### src/rtl/flag_crossing_arbiter.sv
// ---------------------------------------------------------------------------
// flag_crossing_arbiter
//
// Shares one flag/ack clock-domain-crossing channel between N_REQ
// single-cycle request sources in the BUS_CLK domain.
//
// Requests are latched as pending and granted round-robin. Every grant issues
// exactly one FLAG_OUT pulse and then follows the crossing's BUSY handshake.
// Completion and timeouts are reported.
//
// Handshake with the crossing:
//   1. A grant drives FLAG_OUT high for exactly one cycle.
//   2. The crossing answers by raising BUSY_IN.
//   3. It drops BUSY_IN when the far side has acknowledged.
//   A new flag is only issued while BUSY_IN is sampled low.
//
// Optional feature (macro FLAG_ARB_LOST_CNT_EN):
//   Adds LOST_CNT, a saturating 8-bit count of requests merged into a pending
//   bit that was already set. ERR_CLR also clears it.
//
// Ports:
//   BUS_CLK    clock (same as the crossing's CLK_A)
//   BUS_RST    asynchronous, active-high reset
//   REQ_IN     one-cycle request pulses, one bit per source
//   ENABLE     0 blocks new grants; requests are still latched
//   BUSY_IN    BUSY from the crossing
//   ERR_CLR    clears ERROR (and LOST_CNT when present)
//   FLAG_OUT   one-cycle flag to the crossing
//   GRANT_ID   source of the transfer in flight, valid while BUSY_OUT=1
//   PENDING    latched, not-yet-granted requests
//   BUSY_OUT   high in every state except IDLE
//   DONE       one-cycle pulse on acknowledged transfer
//   DONE_ID    source of the completed transfer, valid with DONE
//   ERROR      sticky error flag (handshake timeout)
//   LOST_CNT   merged-request count (only with FLAG_ARB_LOST_CNT_EN)
//   DBG_STATE  current FSM state (0 idle, 1 wait-rise, 2 wait-fall)
// ---------------------------------------------------------------------------
module flag_crossing_arbiter #(
    parameter int N_REQ    = 4,
    parameter int ID_WIDTH = 2,
    parameter int TIMEOUT  = 255
) (
    input  logic                BUS_CLK,
    input  logic                BUS_RST,
    input  logic [N_REQ-1:0]    REQ_IN,
    input  logic                ENABLE,
    input  logic                BUSY_IN,
    input  logic                ERR_CLR,
    output logic                FLAG_OUT,
    output logic [ID_WIDTH-1:0] GRANT_ID,
    output logic [N_REQ-1:0]    PENDING,
    output logic                BUSY_OUT,
    output logic                DONE,
    output logic [ID_WIDTH-1:0] DONE_ID,
    output logic                ERROR,
`ifdef FLAG_ARB_LOST_CNT_EN
    output logic [7:0]          LOST_CNT,
`endif
    output logic [1:0]          DBG_STATE
);

    typedef enum logic [1:0] {
        ST_IDLE      = 2'd0,
        ST_WAIT_RISE = 2'd1,
        ST_WAIT_FALL = 2'd2
    } state_t;

    localparam logic [ID_WIDTH-1:0] LAST_IDX = ID_WIDTH'(N_REQ - 1);
    localparam logic [ID_WIDTH-1:0] ONE_ID   = ID_WIDTH'(1);
    localparam logic [N_REQ-1:0]    ONE_REQ  = N_REQ'(1);
    localparam logic [15:0]         TIMEOUT_CNT = 16'(TIMEOUT);

    state_t              state_q, state_d;
    logic [N_REQ-1:0]    pending_q, pending_d;
    logic [ID_WIDTH-1:0] last_grant_q, last_grant_d;
    logic                flag_out_q, flag_out_d;
    logic [ID_WIDTH-1:0] grant_id_q, grant_id_d;
    logic                busy_out_q, busy_out_d;
    logic                done_q, done_d;
    logic [ID_WIDTH-1:0] done_id_q, done_id_d;
    logic                error_q, error_d;
    logic                rise_cnt_q, rise_cnt_d;
    logic [15:0]         fall_cnt_q, fall_cnt_d;

    // Round-robin search
    logic [ID_WIDTH-1:0]  start_idx;
    logic [2*N_REQ-1:0]   pend_dbl;
    logic                 win_found;
    int                   win_off;
    int                   win_pos;
    logic [ID_WIDTH-1:0]  win_id;

    logic                 grant_fire;
    logic                 err_set;
    logic [15:0]          fall_next;
    logic [N_REQ-1:0]     grant_mask;

    // Search starts one past the last grant. The pending vector is rotated so
    // that the start index lands on bit 0. The first set bit is then the winner.
    always_comb begin
        start_idx = (last_grant_q == LAST_IDX) ? '0 : last_grant_q + ONE_ID;
        pend_dbl  = {pending_q, pending_q} >> start_idx;
        win_found = 1'b0;
        win_off   = 0;
        for (int k = 0; k < N_REQ; k++) begin
            if (!win_found && pend_dbl[k]) begin
                win_found = 1'b1;
                win_off   = k;
            end
        end
        win_pos = int'(start_idx) + win_off;
        if (win_pos >= N_REQ) begin
            win_pos = win_pos - N_REQ;
        end
        win_id = ID_WIDTH'(win_pos);
    end

    always_comb begin
        state_d      = state_q;
        flag_out_d   = 1'b0;
        grant_id_d   = grant_id_q;
        last_grant_d = last_grant_q;
        done_d       = 1'b0;
        done_id_d    = done_id_q;
        rise_cnt_d   = rise_cnt_q;
        fall_cnt_d   = fall_cnt_q;
        grant_fire   = 1'b0;
        err_set      = 1'b0;
        fall_next    = fall_cnt_q + 16'd1;

        case (state_q)
            ST_IDLE: begin
                if (ENABLE && win_found && !BUSY_IN) begin
                    grant_fire   = 1'b1;
                    flag_out_d   = 1'b1;
                    grant_id_d   = win_id;
                    last_grant_d = win_id;
                    rise_cnt_d   = 1'b0;
                    state_d      = ST_WAIT_RISE;
                end
            end
            ST_WAIT_RISE: begin
                // Give the crossing two edges to raise BUSY.
                if (BUSY_IN) begin
                    fall_cnt_d = '0;
                    state_d    = ST_WAIT_FALL;
                end else if (rise_cnt_q) begin
                    err_set = 1'b1;
                    state_d = ST_IDLE;
                end else begin
                    rise_cnt_d = 1'b1;
                end
            end
            ST_WAIT_FALL: begin
                // fall_next is the number of cycles spent here including this edge.
                if (!BUSY_IN) begin
                    done_d    = 1'b1;
                    done_id_d = grant_id_q;
                    state_d   = ST_IDLE;
                end else if (fall_next == TIMEOUT_CNT) begin
                    err_set = 1'b1;
                    state_d = ST_IDLE;
                end else begin
                    fall_cnt_d = fall_next;
                end
            end
            default: begin
                state_d = ST_IDLE;
            end
        endcase

        // A set on the same edge as ERR_CLR wins.
        if (err_set) begin
            error_d = 1'b1;
        end else if (ERR_CLR) begin
            error_d = 1'b0;
        end else begin
            error_d = error_q;
        end

        busy_out_d = (state_d != ST_IDLE);

        // Clear the granted bit first. A request on the same edge then sets it
        // again as a fresh request.
        grant_mask = grant_fire ? (ONE_REQ << win_id) : '0;
        pending_d  = (pending_q & ~grant_mask) | REQ_IN;
    end

`ifdef FLAG_ARB_LOST_CNT_EN
    logic [7:0]       lost_cnt_q, lost_cnt_d;
    logic [N_REQ-1:0] lost_bits;
    logic [4:0]       lost_add;
    logic [8:0]       lost_sum;

    always_comb begin
        lost_bits = REQ_IN & pending_q & ~grant_mask;
        lost_add  = '0;
        for (int k = 0; k < N_REQ; k++) begin
            lost_add = lost_add + {4'b0, lost_bits[k]};
        end
        lost_sum = {1'b0, lost_cnt_q} + {4'b0, lost_add};
        if (ERR_CLR) begin
            lost_cnt_d = '0;
        end else if (lost_sum > 9'd255) begin
            lost_cnt_d = 8'hFF;
        end else begin
            lost_cnt_d = lost_sum[7:0];
        end
    end

    always_ff @(posedge BUS_CLK or posedge BUS_RST) begin
        if (BUS_RST) begin
            lost_cnt_q <= '0;
        end else begin
            lost_cnt_q <= lost_cnt_d;
        end
    end

    assign LOST_CNT = lost_cnt_q;
`endif

    always_ff @(posedge BUS_CLK or posedge BUS_RST) begin
        if (BUS_RST) begin
            state_q      <= ST_IDLE;
            pending_q    <= '0;
            last_grant_q <= LAST_IDX;   // index 0 searched first after reset
            flag_out_q   <= 1'b0;
            grant_id_q   <= '0;
            busy_out_q   <= 1'b0;
            done_q       <= 1'b0;
            done_id_q    <= '0;
            error_q      <= 1'b0;
            rise_cnt_q   <= 1'b0;
            fall_cnt_q   <= '0;
        end else begin
            state_q      <= state_d;
            pending_q    <= pending_d;
            last_grant_q <= last_grant_d;
            flag_out_q   <= flag_out_d;
            grant_id_q   <= grant_id_d;
            busy_out_q   <= busy_out_d;
            done_q       <= done_d;
            done_id_q    <= done_id_d;
            error_q      <= error_d;
            rise_cnt_q   <= rise_cnt_d;
            fall_cnt_q   <= fall_cnt_d;
        end
    end

    assign FLAG_OUT  = flag_out_q;
    assign GRANT_ID  = grant_id_q;
    assign PENDING   = pending_q;
    assign BUSY_OUT  = busy_out_q;
    assign DONE      = done_q;
    assign DONE_ID   = done_id_q;
    assign ERROR     = error_q;
    assign DBG_STATE = state_q;

endmodule

### config.mk
export PLATFORM = sky130hd
export DESIGN_NAME = flag_crossing_arbiter
export DESIGN_NICKNAME = d
export VERILOG_FILES = /design/src/rtl/flag_crossing_arbiter.sv
export SDC_FILE = /design/constraint.sdc
export NUM_CORES = 1
export LEC_CHECK = 0
export CAP_MARGIN = 20
export CORE_MARGIN = 2
export CORE_UTILIZATION = 44
export DETAILED_ROUTE_END_ITERATION = 6
export PLACE_DENSITY = 0.65
export SLEW_MARGIN = 20
export SYNTH_ARGS = -nofsm -noshare
export SYNTH_HDL_FRONTEND = slang
export SYNTH_SLANG_ARGS = --single-unit
### constraint.sdc
create_clock -name BUS_CLK -period 2.8 [get_ports BUS_CLK]
set_clock_uncertainty 0.2 [all_clocks]
set_input_delay 0.28 -clock BUS_CLK [delete_from_list [all_inputs] [get_ports BUS_CLK]]
set_output_delay 0.28 -clock BUS_CLK [all_outputs]
set_load 0.01 [all_outputs]
**Word level (Yosys, flattened, before mapping)**

Index checks and enable logic that the tools add are counted.

- Shift-type cells: 2
- Divide/modulo/power cells: 0
- Magnitude comparators: 1
- Mux-type cells: 34
- Equal/unequal tests: 9
- Reduce and logical (&&, ||, !) cells: 18
- Bitwise logic cells: 4
- Add/sub/neg operators: 4
- Multipliers: 0

Operators with widths:

| operator | count |
|---|---|
| 2-to-1 mux 32 bit | 2 |
| 2-to-1 mux 16 bit | 3 |
| adder 3 x 32 -> 32 bit | 1 |
| greater-or-equal comparator 32 x 4 -> 1 bit (second input constant) | 1 |
| case mux 16 bit (2 select lines) | 1 |
| 2-to-1 mux 1 bit | 17 |
| adder 16 x 1 -> 16 bit (second input constant) | 1 |
| == test 16 x 8 -> 1 bit (second input constant) | 1 |
| 2-to-1 mux 2 bit | 7 |
| != test 2 bit (second input constant) | 5 |
| nonzero test 2 bit | 4 |
| >> shifter 8 x 2 -> 4 bit | 1 |
| case mux 2 bit (3 select lines) | 1 |
| logical AND 1 bit | 5 |
| bitwise AND 4 bit | 1 |
| == test 2 bit (second input constant) | 2 |
| logical NOT 1 bit | 4 |
| 2-to-1 mux 4 bit | 1 |
| inverter 4 bit | 1 |
| bitwise OR 4 bit | 1 |
| case mux 1 bit (2 select lines) | 2 |
| AND reduction 2 bit | 2 |
| AND reduction 4 bit | 1 |
| left shift 1 x 2 -> 4 bit (first input constant) | 1 |
| 6 further kinds | 6 |

- Bits in writable memories: 0
- Latch bits: 0
- Bits in registers: 33
- Memory bits (read-only): 0
- Word-level logic and storage cells: 83
- Memories: 0

**Depth between registers and ports, before layout**

- Depth in word-level cells: 21
- Mapped depth: 12

**Worst setup path after synthesis**

OpenSTA, ideal clock, no wires.

- Path type: register to register
- From: register last_grant_q[0]
- To: register pending_q[1] (netlist: PENDING[1])
- Path slack: 0.267 ns
- Cell stages (with the launch flop): 13
- Buffers on the path: 0
- Arrival time: 2.215 ns
- Clock period less this slack: 2.533 ns
- Library setup time: 0.118 ns
- Path through: dfstp_2 > ha_1 > inv_1 > nand2_1 > a21oi_1 > nor2_1 > a21oi_1 > a21oi_1 > ha_1 > xor2_1 > xnor2_1 > nand3_1 > a21o_1

- Longest elaborated chain between the ends: 21
- Elaborated cells between the ends (all ways): 30
- Classes of those cells: add/sub (3); order compare (1); eq/ne (1); shift (2); mux (12); bitwise (3); reduce/logical (8)

RTL lines:

| what | RTL line | text |
|---|---|---|
| from (decl) | 75 | `logic [ID_WIDTH-1:0] last_grant_q, last_grant_d;` |
| from (signal assigned) | 238 | `last_grant_q <= last_grant_d;` |
| adder 2 x 1 -> 2 bit / == test 2 bit (equally long branches) | 101 | `start_idx = (last_grant_q == LAST_IDX) ? '0 : last_grant_q + ONE_ID;` |
| 2-to-1 mux 2 bit (*) | 101 |  |
| >> shifter 8 x 2 -> 4 bit | 102 | `pend_dbl = {pending_q, pending_q} >> start_idx;` |
| 2-to-1 mux 1 bit | 106 | `if (!win_found && pend_dbl[k]) begin` |
| logical NOT 1 bit | 106 |  |
| logical AND 1 bit | 106 |  |
| 2-to-1 mux 1 bit | 106 |  |
| logical NOT 1 bit | 106 |  |
| (+6 left out) | n/a |  |
| greater-or-equal comparator 32 x 4 -> 1 bit, or another cell as far along | 112 | `if (win_pos >= N_REQ) begin` |
| 2-to-1 mux 2 bit / 2-to-1 mux 1 bit (equally long branches) | 112, 133 |  |
| left shift 1 x 2 -> 4 bit / 2-to-1 mux 1 bit (equally long branches) | 185, 131 |  |
| 2-to-1 mux 4 bit (*) | 185 | `grant_mask = grant_fire ? (ONE_REQ << win_id) : '0;` |
| inverter 4 bit (*) | 186 | `pending_d = (pending_q & ~grant_mask) \| REQ_IN;` |
| bitwise AND 4 bit (*) | 186 |  |
| bitwise OR 4 bit (*) | 186 |  |
| named net pending_d[1] | 74 | `logic [N_REQ-1:0] pending_q, pending_d;` |
| to (signal assigned) | 237 | `pending_q <= pending_d;` |
| to (decl) | 74 |  |

The timed path passes the listed nets; every way through them passes the cells marked *.
A chain may end at the register's enable or synchronous reset.

**Worst setup path in the final report**

Ends and elaborated chain as after synthesis.

==> results.yml <==
synthesis:
  ys.flop_type: "dfrtp_1"
  synth_top_area_share_pct: 36.43
  synth-simple-area-share_pct: 27.09
  synthCells: 246
  synth_compound_area_share_pct: 19.27
  synth_top_cell_by_area: "dfrtp_1"
  synth_top_family_by_area: "simple AND/OR/NAND/NOR gates"
  ys_top_cells_by_count: "nand2_1 (33), dfrtp_1 (31), nor2_1 (20)"
  synth.ff_latch_count: 33
  synth_cell_types: 57
  synthMuxAreaShare_pct: 2.938
  yosys_warnings: 0
  syn_area_um2: 2130
  synth_adder_area_share_pct: 4.700
  avgSynthCellArea_um2: 8.657
  netlist_top_cells_area: "dfrtp_1 (36%), nand2_1 (5.8%), ha_1 (4.7%)"
  async_flop_share_pct: 100.0
  synth.net_count: 263
  seq_area_frac_synth_pct: 38.90
  post-synth-top-count-cell: "nand2_1"
  synth_xor_area_share_pct: 2.879
  synth-edff-count: 0
timing:
  fmax_ghz: 0.3732
  worst_slew_pin_slew_ps: 557.6
  tns_ps: 0
  max_slew_margin_pct: 62.42
  fin_crit_sh_pct: 95.69
  fin_crit_ps: 2679
  grt_setup_unrepaired: "false"
  slew_violations: 0
  setup_viol: 0
  hold_viol: 0
clocking:
  clock_latency_ps: 280
  cts_tree: "built"
  cts_made_buffers: 5
  cts_root_buffer: "clkbuf_8"
  cts_max_level: 2
  cts.path.max_buffers: 2
  cts.sinks: 33
  ctsHoldBuffers: 0
  cts.clk_slew.worst_paths_ps: 70
  post_cts_buffers: 0
floorplanning:
  core_um2: 4692
  die_y_um: 73.57
  die_area_um2: 5413
  rows: 25
  pin_count: 23
  start_util_pct: 45.39
  die-width_um: 73.57
critical_path:
  end_kind: "flop"
  cp_slowest_cell: "dfstp_2"
  r2r_end: "PENDING[1]$_DFF_PP0_"
  critical_path_class: "flop to flop"
  path_cells: "ha_4 > or4_1 > o311a_1 > o32ai_1 > xnor2_2 > nand3_1 > a21o_1"
  startpoint_type: "flop"
  timing.rr.start: "last_grant_q[0]$_DFFE_PP1P_"
  max_stage_delay_ps: 580
  crit_arrival_ps: 2650
  cp-startpoint: "last_grant_q[0]$_DFFE_PP1P_"
  cp_max_fo: 7
  reg2reg_depth: 7
  cp_data_required_time_ps: 2770
  r2r_slack_ps: 120
placed_design:
  place_congestion: 1.000
  dp_hpwl_um: 3685
  portBuffers: 22
  dp_cells: 323
  placed_area_um2: 2455
final_layout:
  syn2layout_area_growth_pct: 21.86
  nets: 293
  layout.cells.non_filler: 331
  diodes: 0
  post-route-cell-area_um2: 2595
  final_util_pct: 55.31
  post_route_cells_drive_above_1_share_pct: 14.08
drt:
  viasPerCell: 5.891
  routed_wl_um: 5132
  wire_per_inst_um: 15.50
  drt_iter0_drc: 125
  antenna_left: 0
  num_vias: 1950
  drt_first_pass_iters: 4
  drc_errors: 0
hold_path:
  hp-class: "input pin to asynchronous set/reset pin"
power_and_ir_drop:
  p_sw_mw: 0.8941
  switching_share_pct: 39.69
  powerDensity_nw_per_um2: 868.1
  p_seq_share_pct: 34.0
  p_int_mw: 1.358
  clkPwrFrac_pct: 17.6
  vdd_drop_max_uv: 402.4
  power_frac_comb_pct: 48.4
  p_leak_nw: 1.045
global_routing:
  grt_use_total_pct: 19.94
  antenna_found_initial: 0
  grt_pass1_wl_um: 8300
  grt_start_max_net_pins: 34
  first_global_vias: 1693
  grt.overflow.total: 0
flow_run:
  max-cap-violations: 0
outcome:
  status: "finished clean"
power by group through the flow:
stage	logic [mW]	registers, mW	clock network, mW
floorplan	0.654	0.753	0
CTS	0.994	0.756	0.407
detailed placement	0.990	0.762	0
global route	1.20	0.790	0.427
global placement	0.974	0.762	0
finish	1.09	0.767	0.396
cell type report:
class	count	area, µm²
Inverter	12	45.04
Multi-Input combinational cell	191	1250
Fill cell	441	2097
Timing Repair Buffer	33	302.8
Sequential cell	33	828.3
Clock buffer	7	96.34
Tap cell	54	67.56
Clock inverter	1	5.005
through the flow:
| step | total power, mW | setup slack [ps] | hold slack (ps) |
|---|---|---|---|
| global route | 2.419 | 17.01 | 245.5 |
| detailed placement | 1.753 | 90.41 | 269.8 |
| global placement | 1.736 | 135.9 | 266.9 |
| finish | 2.253 | 120.7 | 189.7 |
| floorplan | 1.406 | 267.0 | 171.6 |
| CTS | 2.156 | 70.72 | 205.5 |
what timing repair did:
item | 4_1_cts | 5_1_grt
hold endpoints to repair | 0 | 0
setup endpoints to repair | 0 | 6
resized for setup | 0 | 7
critical path, delay by kind of cell, from the launching register on:
family                     cells  cell delay [ps]
DFF                            1              580
AOI/OAI and AO/OA              3              730
xor gates and xnor gates       1              220
and+or+nand+nor                2              610
adders and majority gates      1              240
how the worst max path moves through the flow:
stage	endpoint	slack, ps	cells past startpoint
6_report	PENDING[1]$_DFF_PP0_	120	7
4_1_cts	PENDING[1]$_DFF_PP0_	70	12
3_5_place_dp	PENDING[1]$_DFF_PP0_	90	12
5_1_grt	PENDING[2]$_DFF_PP0_	20	7
2_1_floorplan	PENDING[1]$_DFF_PP0_	270	12
3_3_place_gp	PENDING[1]$_DFF_PP0_	140	12
sequential cells by signal, summed over array words and instances, names as in the netlist:
name and count:
DONE 1, BUSY_OUT 1, last_grant_q 2, GRANT_ID 2, FLAG_OUT 1, DBG_STATE 2, DONE_ID 2, fall_cnt_q 16
ERROR 1, PENDING 4, rise_cnt_q 1
routing by layer:
| metal | routed length (µm) | part of all wire, % | vias to the layer above | GRT usage [%] |
|---|---|---|---|---|
| met5 | 0 | 0 | - | 0 |
| met4 | 51 | 0.99 | 0 | 4.848 |
| met3 | 194 | 3.8 | 5 | 4.664 |
| met2 | 2499 | 49 | 45 | 31.65 |
| met1 | 2387 | 47 | 943 | 27.57 |
| li1 | - | - | 957 | - |
logic make-up after synthesis:
family / after synthesis
adder cells (fa/ha/maj): 8
XOR/XNOR: 7
AND/OR/NAND/NOR: 110
AO/OA/AOI/OAI: 60
buffers and inverters: 22
flip-flops: 33
multiplexers: 6
placed cells by master, fill, tap and decap left out, drive strengths merged, types with 2 or more instances in the layout:
cell type,n
and4,3
dfstp,2
clkinv,2
xnor2,5
and3,6
o22ai,3
nor4,3
xor2,2
or4,4
a211oi,2
clkbuf,7
mux2i,4
a21oi,13
o21a,2
nor3,4
a31o,2
nand2b,4
nand4,12
dfrtp,31
inv,11
clkdlybuf4s50,22
ha,8
a21o,2
nor2b,3
a31oi,3
nand2,34
nor2,21
mux2,2
o21ai,15
o211ai,3
buf,11
nand3,11
Power figures use the tool's default switching activity.
